$ cat config.mk
export PLATFORM = sky130hd
export DESIGN_NAME = pipelined_aba_adder_flat
export DESIGN_NICKNAME = d
export VERILOG_FILES = /design/src/rtl/pipelined_aba_adder_if.sv /design/src/rtl/pipelined_aba_adder.sv /design/src/flat_wrapper.sv
export SDC_FILE = /design/constraint.sdc
export NUM_CORES = 1
export LEC_CHECK = 0
export BUFFER_PORTS_ARGS = -buffer_cell sky130_fd_sc_hd__buf_2
export CORE_MARGIN = 2
export CORE_UTILIZATION = 43
export CTS_BUF_LIST = sky130_fd_sc_hd__clkbuf_16
export CTS_CLUSTER_SIZE = 30
export DETAILED_ROUTE_END_ITERATION = 16
export PLACE_DENSITY = 0.73
export SLEW_MARGIN = 10
export SYNTH_ARGS = -nofsm -noshare
export SYNTH_HDL_FRONTEND = slang
export SYNTH_HIERARCHICAL = 1
export SYNTH_SLANG_ARGS = --single-unit
$ cat constraint.sdc
create_clock -name clk -period 1.95 [get_ports clk]
set_input_delay 0.2925 -clock clk [delete_from_list [all_inputs] [get_ports clk]]
set_output_delay 0.2925 -clock clk [all_outputs]
set_load 0.05 [all_outputs]
$ cat src/rtl/pipelined_aba_adder_if.sv
// Handshake bundle for pipelined_aba_adder: operand/mode input side and
// sum/carry output side, each with its own valid/ready pair.
interface pipelined_aba_adder_if #(
  parameter int WIDTH = 12
);
  logic             in_valid;
  logic             in_ready;
  logic             approx_en;
  logic             cin;
  logic [WIDTH-1:0] a;
  logic [WIDTH-1:0] b;
  logic             out_valid;
  logic             out_ready;
  logic [WIDTH-1:0] s;
  logic             cout;

  // Producer/consumer side (drives operands, accepts results).
  modport master (
    output in_valid, approx_en, cin, a, b, out_ready,
    input  in_ready, out_valid, s, cout
  );

  // Adder side.
  modport slave (
    input  in_valid, approx_en, cin, a, b, out_ready,
    output in_ready, out_valid, s, cout
  );
endinterface

$ cat src/rtl/pipelined_aba_adder.sv
// Pipelined approximate/exact adder. The low APPROX_WIDTH bits are either an
// exact small add or a copy of a[APPROX_WIDTH-1]; the remaining bits are split
// into NSEG carry-lookahead segments, one register stage per segment, with the
// carry and the not-yet-used operand bits carried forward between stages.

// One carry-lookahead segment: flat generate/propagate carry terms.
module aba_cla_seg #(
  parameter int W = 4
) (
  input  logic [W-1:0] i_a,
  input  logic [W-1:0] i_b,
  input  logic         i_c,
  output logic [W-1:0] o_s,
  output logic         o_c
);
  logic [W-1:0] w_g;
  logic [W-1:0] w_p;
  logic [W:0]   w_c;

  assign w_g = i_a & i_b;
  assign w_p = i_a ^ i_b;

  // c[i+1] = g[i] | p[i]g[i-1] | ... | p[i..0]cin, expanded per bit
  always_comb begin
    logic pp;
    logic cc;
    w_c    = '0;
    w_c[0] = i_c;
    for (int i = 0; i < W; i++) begin
      pp = 1'b1;
      cc = w_g[i];
      for (int j = i; j > 0; j--) begin
        pp = pp & w_p[j];
        cc = cc | (pp & w_g[j-1]);
      end
      pp = pp & w_p[0];
      cc = cc | (pp & i_c);
      w_c[i+1] = cc;
    end
  end

  assign o_s = w_p ^ w_c[W-1:0];
  assign o_c = w_c[W];
endmodule

module pipelined_aba_adder #(
  parameter int WIDTH        = 12,
  parameter int LCA_WIDTH    = 4,
  parameter int APPROX_WIDTH = 4
) (
  input  logic                  clk,
  input  logic                  rst_n,
  pipelined_aba_adder_if.slave  bus
);
  localparam int AW   = APPROX_WIDTH;
  localparam int L    = LCA_WIDTH;
  localparam int NSEG = (WIDTH - APPROX_WIDTH) / LCA_WIDTH;

  if (APPROX_WIDTH < 1 || LCA_WIDTH < 1 || WIDTH <= APPROX_WIDTH ||
      ((WIDTH - APPROX_WIDTH) % LCA_WIDTH) != 0) begin : g_bad_params
    $error("pipelined_aba_adder: illegal WIDTH/LCA_WIDTH/APPROX_WIDTH combination");
  end

  // Whole pipe freezes while the output holds an unconsumed result.
  logic w_stall;
  logic w_adv;
  assign w_stall      = bus.out_valid & ~bus.out_ready;
  assign w_adv        = ~w_stall;
  assign bus.in_ready = w_adv;

  logic [AW:0]   w_low_exact;
  logic [AW-1:0] w_low_sum;
  logic          w_low_c;

  // Low region: exact small add, or replicate a[AW-1] and feed it as carry
  always_comb begin
    w_low_exact = {1'b0, bus.a[AW-1:0]} + {1'b0, bus.b[AW-1:0]} + (AW+1)'(bus.cin);
    w_low_sum   = w_low_exact[AW-1:0];
    w_low_c     = w_low_exact[AW];
    if (bus.approx_en) begin
      w_low_sum = {AW{bus.a[AW-1]}};
      w_low_c   = bus.a[AW-1];
    end
  end

  for (genvar k = 0; k < NSEG; k++) begin : st
    localparam int LO = AW + k * L;   // lowest bit handled by this segment
    localparam int UW = WIDTH - LO;   // operand bits still pending at entry

    logic [UW-1:0] w_ua;
    logic [UW-1:0] w_ub;
    logic [LO-1:0] w_lsum;
    logic          w_ci;
    logic          w_vi;
    logic [L-1:0]  w_s;
    logic          w_co;

    logic          r_vld;
    logic          r_c;
    logic [LO+L-1:0] r_sum;

    if (k == 0) begin : g_src
      assign w_ua   = bus.a[WIDTH-1:LO];
      assign w_ub   = bus.b[WIDTH-1:LO];
      assign w_lsum = w_low_sum;
      assign w_ci   = w_low_c;
      assign w_vi   = bus.in_valid;
    end else begin : g_src
      assign w_ua   = st[k-1].g_ops.r_ua;
      assign w_ub   = st[k-1].g_ops.r_ub;
      assign w_lsum = st[k-1].r_sum;
      assign w_ci   = st[k-1].r_c;
      assign w_vi   = st[k-1].r_vld;
    end

    aba_cla_seg #(.W(L)) u_seg (
      .i_a (w_ua[L-1:0]),
      .i_b (w_ub[L-1:0]),
      .i_c (w_ci),
      .o_s (w_s),
      .o_c (w_co)
    );

    // Stage k result: valid, segment carry-out, all sum bits completed so far
    always_ff @(posedge clk or negedge rst_n) begin
      if (!rst_n) begin
        r_vld <= 1'b0;
        r_c   <= 1'b0;
        r_sum <= '0;
      end else if (w_adv) begin
        r_vld <= w_vi;
        r_c   <= w_co;
        r_sum <= {w_s, w_lsum};
      end
    end

    if (k < NSEG - 1) begin : g_ops
      logic [UW-L-1:0] r_ua;
      logic [UW-L-1:0] r_ub;

      // Skewed operand bits for the segments still ahead
      always_ff @(posedge clk or negedge rst_n) begin
        if (!rst_n) begin
          r_ua <= '0;
          r_ub <= '0;
        end else if (w_adv) begin
          r_ua <= w_ua[UW-1:L];
          r_ub <= w_ub[UW-1:L];
        end
      end
    end
  end

  assign bus.out_valid = st[NSEG-1].r_vld;
  assign bus.s         = st[NSEG-1].r_sum;
  assign bus.cout      = st[NSEG-1].r_c;
endmodule

$ cat src/flat_wrapper.sv
// flat-port wrapper written by rule: the top's interface ports become plain ports
module pipelined_aba_adder_flat 
#(
  parameter int WIDTH        = 12,
  parameter int LCA_WIDTH    = 4,
  parameter int APPROX_WIDTH = 4
)
  (clk, rst_n, bus_in_valid, bus_approx_en, bus_cin, bus_a, bus_b, bus_out_ready, bus_in_ready, bus_out_valid, bus_s, bus_cout);
  pipelined_aba_adder_if #(.WIDTH(WIDTH)) bus_i ();
  input  logic clk;
  input  logic rst_n;
  input wire logic [$bits(bus_i.in_valid)-1:0] bus_in_valid;
  input wire logic [$bits(bus_i.approx_en)-1:0] bus_approx_en;
  input wire logic [$bits(bus_i.cin)-1:0] bus_cin;
  input wire logic [$bits(bus_i.a)-1:0] bus_a;
  input wire logic [$bits(bus_i.b)-1:0] bus_b;
  input wire logic [$bits(bus_i.out_ready)-1:0] bus_out_ready;
  output wire logic [$bits(bus_i.in_ready)-1:0] bus_in_ready;
  output wire logic [$bits(bus_i.out_valid)-1:0] bus_out_valid;
  output wire logic [$bits(bus_i.s)-1:0] bus_s;
  output wire logic [$bits(bus_i.cout)-1:0] bus_cout;
  assign bus_i.in_valid = bus_in_valid;
  assign bus_i.approx_en = bus_approx_en;
  assign bus_i.cin = bus_cin;
  assign bus_i.a = bus_a;
  assign bus_i.b = bus_b;
  assign bus_i.out_ready = bus_out_ready;
  assign bus_in_ready = bus_i.in_ready;
  assign bus_out_valid = bus_i.out_valid;
  assign bus_s = bus_i.s;
  assign bus_cout = bus_i.cout;
  pipelined_aba_adder #(.WIDTH(WIDTH), .LCA_WIDTH(LCA_WIDTH), .APPROX_WIDTH(APPROX_WIDTH)) u_core (.clk(clk), .rst_n(rst_n), .bus(bus_i));
endmodule
# Word level (Yosys, flattened, before mapping)
# Index checks and enable logic that the tools add are counted.
[totals] reg_bits=32 latchBits=0 ram_bits=0 mem_bits_ro=0 output_inout_bits=15 elab_cells=73 memories=0
[classes] n_addsub=2 mul=0 div_mod_pow=0 order_cmp=0 eq_ne=0 n_shift=0 muxes=2 bitwise=61 reduce_logical=0
[ops] cell="$and A1 B1 Y1" count=33
[ops] cell="$or A1 B1 Y1" count=20
[ops] cell="$xor A4 B4 Y4" count=4
[ops] cell="$and A4 B4 Y4" count=2
[ops] cell="$add A4 B4 Y5" count=1
[ops] cell="$add A5 B1 Y5" count=1
[ops] cell="$mux W4" count=1
[ops] cell="$not A1 Y1" count=2
[ops] cell="$mux W1" count=1

# Depth between registers and ports, before layout
# Gate-level depths: netlist of the first run.
[depth] depth_word=6 ltp_mapped=9 ltp_nobuf=9

# By module
# Netlist of the first run, hierarchy kept.
[modules_own_cells] module="pipelined_aba_adder" instances=1 cells_each=96 area_each_um2=1416.4 seq_area_each_um2=800.8
[modules_own_cells] module="aba_cla_seg" instances=2 cells_each=17 area_each_um2=147.6 seq_area_each_um2=0.0

# Least setup slack after synthesis of the first run
# No wires, ideal clock.
[synth_timing] kind="input port to flip-flop" start="input bus_cin" end="register u_core.st[0].r_c" setup_ps=125 arrival_ps=2416 required_time_ps=1825 setup_slack_ps=-591 cell_stages=9 path_buffers=0 cell_sequence="fa_1 -> fa_1 -> a21o_1 -> a211oi_1 -> a21oi_1 -> a21o_1 -> a31o_1 -> a21o_1 -> mux2_2"
[synth_between] elab_chain_cells=4
[synth_lines] item="start, declared" line="flat_wrapper.sv:14" text="input wire logic [$bits(bus_i.cin)-1:0] bus_cin;"
[synth_lines] item="$add A5 B1 Y5" line="pipelined_aba_adder.sv:77" text="w_low_exact = {1'b0, bus.a[AW-1:0]} + {1'b0, bus.b[AW-1:0]} + (AW+1)'(bus.cin);"
[synth_lines] item="$mux W1" line="pipelined_aba_adder.sv:80" text="if (bus.approx_en) begin"
[synth_lines] item="via u_core.st[0].w_ci" line="pipelined_aba_adder.sv:93" text="logic w_ci;"
[synth_lines] item="$and A1 B1 Y1" line="pipelined_aba_adder.sv:37" text="cc = cc | (pp & i_c);"
[synth_lines] item="$or A1 B1 Y1" line="pipelined_aba_adder.sv:37"
[synth_lines] item="via u_core.st[0].w_co" line="pipelined_aba_adder.sv:96" text="logic w_co;"
[synth_lines] item="end signal, assigned" line="pipelined_aba_adder.sv:132" text="r_c <= w_co;"
[synth_lines] item="end, declared" line="pipelined_aba_adder.sv:99" text="logic r_c;"
# The timed path passes the listed nets, and every way through them passes these cells.
# A chain may end at the register's enable or synchronous reset.

# Final worst setup path of the first run
[layout_timing] start="input bus_cin" end="register u_core.st[0].r_sum[7]"
[layout_between] elab_chain_cells=5
[layout_lines] item="$add A5 B1 Y5" line="pipelined_aba_adder.sv:77"
[layout_lines] item="$mux W1" line="pipelined_aba_adder.sv:80"
[layout_lines] item="via u_core.st[0].w_ci" line="pipelined_aba_adder.sv:93"
[layout_lines] item="$and A1 B1 Y1" line="pipelined_aba_adder.sv:37"
[layout_lines] item="$or A1 B1 Y1" line="pipelined_aba_adder.sv:37"
[layout_lines] item="$xor A4 B4 Y4" line="pipelined_aba_adder.sv:42" text="assign o_s = w_p ^ w_c[W-1:0];"
[layout_lines] item="via u_core.st[0].w_s[3]" line="pipelined_aba_adder.sv:95" text="logic [L-1:0] w_s;"
[layout_lines] item="end signal, assigned" line="pipelined_aba_adder.sv:133" text="r_sum <= {w_s, w_lsum};"
[layout_lines] item="end, declared" line="pipelined_aba_adder.sv:100" text="logic [LO+L-1:0] r_sum;"
# The timed path passes the listed nets, and every way through them passes these cells.

==> results of run 1 <==
==> metal layers <==
metal | part of all wire, % | global-route usage, % | wire length, um
met5 | 0 | 0 | 0
met4 | 1.2 | 4.85 | 40
met3 | 4.7 | 5.91 | 155
met2 | 55 | 30.3 | 1790
met1 | 39 | 17.9 | 1290
==> what timing repair did <==
action                     4_1_cts  5_1_grt
setup endpoints to repair        5        5
pin swaps                        8        4
gates resized for setup          9        0
buffers inserted                 3        1
==> through the flow <==
stage	util, %	TNS (ps)	cell area [um2]
after global placement	53.6	-2270	2010
after global routing	58.8	-1690	2200
after floorplan	-	-1420	1720
after CTS	58.6	-1450	2190
final	58.8	-1400	2200
after detailed placement	53.6	-2570	2010
==> how the worst min path moves through the flow <==
stage	start	end	slack, ps
4_1_cts	rst_n	u_core/bus.s[7]$_DFFE_PN0N_	90
2_1_floorplan	rst_n	u_core/bus.cout$_DFFE_PN0N_	-3
5_1_grt	rst_n	u_core/bus.s[7]$_DFFE_PN0N_	130
3_5_place_dp	rst_n	u_core/st[0].g_ops.r_ub[2]$_DFFE_PN0N_	380
3_3_place_gp	rst_n	u_core/st[0].g_ops.r_ua[1]$_DFFE_PN0N_	370
6_report	rst_n	u_core/bus.s[7]$_DFFE_PN0N_	60
==> critical path: stages <==
cell	delay (ps)
buf_6	90
fa_2	390
fa_2	360
a21o_1	170
a211oi_2	240
a21oi_2	70
a21o_1	200
a31o_1	200
xor2_1	160
mux2_4	270
==> registers in the layout (all words and copies together), names as in the netlist <==
name / flops
u_core/bus.s: 12
u_core/st.r_sum: 8
u_core/st.g_ops.r_ua: 4
u_core/st.g_ops.r_ub: 4
u_core/bus.cout: 1
u_core/bus.out_valid: 1
u_core/st.r_c: 1
u_core/st.r_vld: 1
==> report_power, final <==
part           internal, W  leakage (nW)  total [W]  switching, W
Clock             0.000455        0.0648   0.000707      0.000252
Combinational     0.000370         0.665    0.00100      0.000630
Sequential        0.000835         0.376   0.000920     0.0000850
Total              0.00166          1.11    0.00263      0.000967
==> cells in the final DEF (no fill, tap or decap) <==
cell type  count
inv_1          9
a2111oi_0      1
a21oi_1        2
inv_2          1
mux2i_1        3
buf_2         43
a21oi_2        2
nor2b_4        1
dfrtp_1       32
or2_2          1
nand3_1        1
nand2_1        4
fa_2           3
mux2_4         4
xor2_1         3
a31o_1         2
mux2_2        23
clkbuf_16      5
a21o_1         8
a2111oi_1      1
a211oi_2       1
buf_6          1
nand2b_1       1
fa_1           1
nand3b_1       1
o21ai_0        4
xnor2_1        4
ha_1          11
clkinv_1       2
or3_1          1
buf_4         12
==> layout make-up <==
class                           instances  area (um2)  share of cell area [%]
Clock buffer                            5         125                    5.69
Clock inverter                          2        7.51                   0.341
Inverter                               10        37.5                    1.71
Multi-Input combinational cell         83         852                    38.7
Sequential cell                        32         801                    36.4
Tap cell                               48        60.1                    2.73
Timing Repair Buffer                   56         317                    14.4
==> cell families (layout without fill, tap and decap cells) <==
group	after synthesis	in the layout	share of synthesized area, %
compound gates	21	21	8.41
xor+xnor	7	7	3.58
fa+ha+maj	15	15	12.7
buf+inv	15	73	5.48
flops	32	32	46.8
mux	30	30	19.5
simple gates	10	10	3.51
==> results_dict.tcl, run 1 <==
set metrics [dict create \
    synth_cell_type_count 23 \
    htreeDepth 2 \
    period_needed_ps 2280 \
    yosysMostFrequentCell "dfrtp_1" \
    layout-area-overhead-vs-synth_pct 28.5 \
    rows 22 \
    drt_pass1_iterations 4 \
    worst-path-max-fanout 2 \
    max-vdd-ir-drop_uv 611 \
    hpwl_um 2420 \
    grt.total_usage_pct 16.6 \
    clock_sinks 32 \
    n_fill_cell 334 \
    p_leak_nw 1.11 \
    status "finished, violations left" \
    synth.top_cells.by_count "dfrtp_1 (32), mux2_2 (27), ha_1 (11)" \
    totalWireLength_um 3270 \
    avgSynthCellArea_um2 13.2 \
    cts_hold_buf 0 \
    synth_area_leaders "dfrtp_1 (47%), mux2_2 (18%), ha_1 (8.0%)" \
    final_nets 233 \
    synth-main-ff-cell "dfrtp_1" \
    fin_crit_sh_pct 117 \
    drtIter0Drc 45 \
    yosys.area.top_type_share_pct 46.8 \
    cts_tree "built" \
    r2r_start "u_core/st[0].g_ops.r_ua[0]$_DFFE_PN0N_" \
    viasPerCell 4.97 \
    min_path_type "in -> async" \
    maxSlewHeadroom_pct 53.8 \
    die_w_um 67.1 \
    cp-start-kind "input pin" \
    fp.dieArea_um2 4500 \
    synth_seq_cells 32 \
    first_global_vias 1260 \
    synth.cell_area_um2 1710 \
    syn_inst 130 \
    drive_gt1_share_pct 51.6 \
    synth_edf_count 0 \
    timing.critical_path.to_type "flip-flop" \
    cts.path.max_buffers 2 \
    setup_viol 5 \
    grt_pass1_wl_um 5430 \
    yosysSeqAreaShare_pct 46.8 \
    p_per_area_nw_per_um2 1190 \
    ioPinCount 45 \
    finalNonFillerCells 236 \
    fin_ws_ps -335 \
    dp_slack_ps -620 \
    hold_ws_ps 64.5 \
    r2r_end "u_core/bus.cout$_DFFE_PN0N_" \
    path_clk_slew_ps 50 \
    place.gp.congestion 0.751 \
    grt_overflow 0 \
    vias 1174 \
    portBuffers 44 \
    start_util_pct 45.7 \
    crit_start "bus_cin" \
    drv_slew 0 \
    grt_antenna_before_repair 0 \
    synthesis.nets 175 \
    worst_pin_slew_ps 693 \
    placedCellCount 225 \
    root_buffer "clkbuf_16" \
    cp.arrival_ps 2440 \
    postRouteAntennaNets 0 \
    rr_worst_depth 5 \
    cts_buffers 5 \
    rsz0062_at_grt "yes" \
    fp.coreArea_um2 3740 \
    synth_top_cell_by_area "dfrtp_1" \
    cap_violations 0 \
    hold_viol_final 0 \
    synthArstFlopShare_pct 100 \
    power_w 0.00263 \
    antenna_cells 0 \
    die_h_um 67.1 \
    drcViolationCount 0 \
    rrSetupSlack_ps 250 \
    yosys_warnings 6 \
    critical_path_class "in -> reg" \
    max_freq_mhz 438 \
    cp.required_ps 2110 \
    endpoint "u_core/st[0].r_sum[7]$_DFFE_PN0N_" \
    violations "negative setup slack" \
    avgRoutedWirePerCell_um 13.9 \
    worst_clock_skew_ps 3.95 \
    grt_max_degree 33 \
    clk_latency_ps 270 \
]
No activity file was read; power rests on OpenSTA's default activity.
==> run 2, diff against run 1 <==
Settings changed: PLACE_DENSITY 0.73 to 0.74, SYNTH_HIERARCHICAL 1 to default.
==> run 2 against run 1 <==
Net effect:
- the flow still finishes with violations (negative setup slack)
- largest power group is now sequential cells
- largest cell class unchanged
- global-route usage fell by 0.36 points
- total power fell by 4.4%
- highest routed layer unchanged
- design area fell by 0.63%
- clock power rose by 2%
==> results_dict.tcl, run 2 <==
set metrics [dict create \
    fin_util_pct 59.3 \
    drt_pass1_iterations 4 \
    viasPerCell 4.80 \
    ioPinCount 45 \
    clock_sinks 32 \
    cts_tree "built" \
    drv_slew 0 \
    die_w_um 66.1 \
    slowest_delay_ps 390 \
    grt_pass1_wl_um 5230 \
    power.switching_w 0.000948 \
    first_global_vias 1196 \
    synth.cell_area_um2 1660 \
    grt_overflow 0 \
    final_cell_mix "nand2_1 (57), buf_2 (42), dfrtp_1 (32)" \
    fin_ws_ps -54.2 \
    totalWireLength_um 3200 \
    min_path_type "in -> async" \
    cp_slowest_cell "fa_2" \
    synthArstFlopShare_pct 100 \
    p_per_area_nw_per_um2 1150 \
    clk_latency_ps 270 \
    critical_path_class "in -> reg" \
    syn_inst 177 \
    dp_slack_ps -480 \
    drive_gt1_share_pct 30.2 \
    synth.top_cells.by_count "nand2_1 (57), dfrtp_1 (32), inv_1 (12)" \
    cts_buffers 5 \
    antenna_cells 0 \
    avgRoutedWirePerCell_um 11.4 \
    cap_violations 0 \
    synthesis.nets 222 \
    hold_viol_final 0 \
    postRouteAntennaNets 0 \
    period_needed_ps 2000 \
    cts_hold_buf 0 \
    vias 1345 \
    status "finished, violations left" \
    pwr-share-clk_pct 28.7 \
    grt_antenna_before_repair 0 \
    root_buffer "clkbuf_16" \
    final_common_cell "nand2_1" \
    synth_top_cell_by_area "dfrtp_1" \
    max_freq_mhz 499 \
    cp.arrival_ps 2160 \
    yosysMostFrequentCell "nand2_1" \
    synth_edf_count 0 \
    worst-path-max-fanout 2 \
    violations "negative setup slack" \
    fin_crit_sh_pct 103 \
    layout-area-overhead-vs-synth_pct 31.9 \
    portBuffers 44 \
    combinationalPowerShare_pct 35.6 \
    seqPwrFrac_pct 35.7 \
    synth-main-ff-cell "dfrtp_1" \
    synth_seq_cells 32 \
    drcViolationCount 0 \
    final_nets 276 \
    cp.required_ps 2110 \
    avgSynthCellArea_um2 9.36 \
    grt_max_degree 33 \
    path_cells "buf_6 > inv_4 > fa_2 > fa_2 > nand2b_4 > a211oi_4 > or2_4 > fa_1 > nand2_1 > nand2_1" \
    worst-path-buf-inv 2 \
    worst_pin_slew_ps 690 \
    drtIter0Drc 31 \
    fp.dieArea_um2 4370 \
    die_h_um 66.1 \
    path_delay_family "adder cells" \
    setup_viol 1 \
    grt.total_usage_pct 16.3 \
    yosys.area.top_type_share_pct 48.3 \
    finalNonFillerCells 280 \
    p_int_w 0.00156 \
    largest_reg_flops 12 \
    cp-start-kind "input pin" \
    path_clk_slew_ps 50 \
    rows 22 \
    htreeDepth 2 \
    yosysSeqAreaShare_pct 48.3 \
    timing.critical_path.to_type "flip-flop" \
    fp.coreArea_um2 3690 \
    hpwl_um 2330 \
    rsz0062_at_grt "yes" \
    placedCellCount 272 \
    yosys_warnings 0 \
    p_leak_nw 1.15 \
    worst_clock_skew_ps 5.36 \
    start_util_pct 44.9 \
    max-vdd-ir-drop_uv 409 \
    synth_area_leaders "dfrtp_1 (48%), nand2_1 (13%), ha_1 (8.3%)" \
    synth_cell_type_count 26 \
    cts.path.max_buffers 2 \
    swShare_pct 37.8 \
    maxSlewHeadroom_pct 54.0 \
    place.gp.congestion 0.720 \
]
## run 2: cell types whose count changed in the layout (fill, tap and decap cells not counted), sizes merged, moves of 3 or more
cell    delta
mux2      -27
inv        +3
nor2      +10
o21a       +3
a21o       -6
nand2     +53
a21oi      +6
o211ai     +4
## run 2: area by class of cell
class | count | area [um2]
tap | 48 | 60.1
clock inverter | 3 | 15.0
clock buffer | 5 | 125
inverter | 12 | 55.1
timing repair buffer | 54 | 308
sequential | 32 | 801
fill | 349 | 1500
multi-input combinational | 126 | 822
## run 2: metrics by stage
stage	instance area, um2	power, W	setup TNS (ps)	hold slack [ps]
2_1_floorplan	1690	0.00156	-462	-3.09
3_3_place_gp	2010	0.00178	-1570	385
3_5_place_dp	2010	0.00180	-1730	382
4_1_cts	2160	0.00253	-66.9	86.0
5_1_grt	2190	0.00267	-178	127
6_report	2190	0.00251	-54.2	61.1
## run 2: logic make-up (layout without fill, tap and decap cells)
group	after synthesis	after routing	synth area share (%)
and+or+nand+nor	73	73	17.5
DFF	32	32	48.3
AOI/OAI and AO/OA	30	30	12.0
buffers and inverters	19	74	4.68
adders and majority gates	15	15	13.1
xor gates and xnor gates	7	7	3.70
muxes	1	1	0.604
## run 2: power groups by stage
stage          combinational (W)  clock (W)  sequential (W)
2_1_floorplan           0.000333          0         0.00122
3_3_place_gp            0.000875          0        0.000902
3_5_place_dp            0.000888          0        0.000907
4_1_cts                 0.000895   0.000740        0.000898
5_1_grt                 0.000979   0.000774        0.000917
6_report                0.000893   0.000720        0.000897
## run 2: repair_timing
action	CTS	global route
hold endpoints to repair	0	0
setup buffers	0	0
gates cloned	0	0
endpoints found under the setup margin	4	3
pin swaps	7	0
resized for setup	3	3
## run 2: final timing paths
kind	startpoint	cells past startpoint	slack, ps	endpoint
worst min register to register	u_core.bus.s[3]$_DFFE_PN0N_	2	460	u_core.bus.s[3]$_DFFE_PN0N_
worst max register to register	u_core.st[0].g_ops.r_ub[0]$_DFFE_PN0N_	6	360	u_core.bus.cout$_DFFE_PN0N_
max in group asynchronous	rst_n	1	1440	u_core.bus.s[9]$_DFFE_PN0N_
worst max-delay path	bus_a[0]	10	-50	u_core.st[0].r_sum[4]$_DFFE_PN0N_
min in group clk	bus_b[10]	3	220	u_core.st[0].g_ops.r_ub[2]$_DFFE_PN0N_
worst min-delay path	rst_n	1	60	u_core.bus.s[5]$_DFFE_PN0N_
## run 2: metal layers
metal	GRT usage, %	vias to the layer above	share of wire (%)
met3	5.11	2	4.3
met5	0	-	0
li1	-	679	-
met4	6.89	0	0.84
met1	19.0	633	44
met2	27.7	31	51
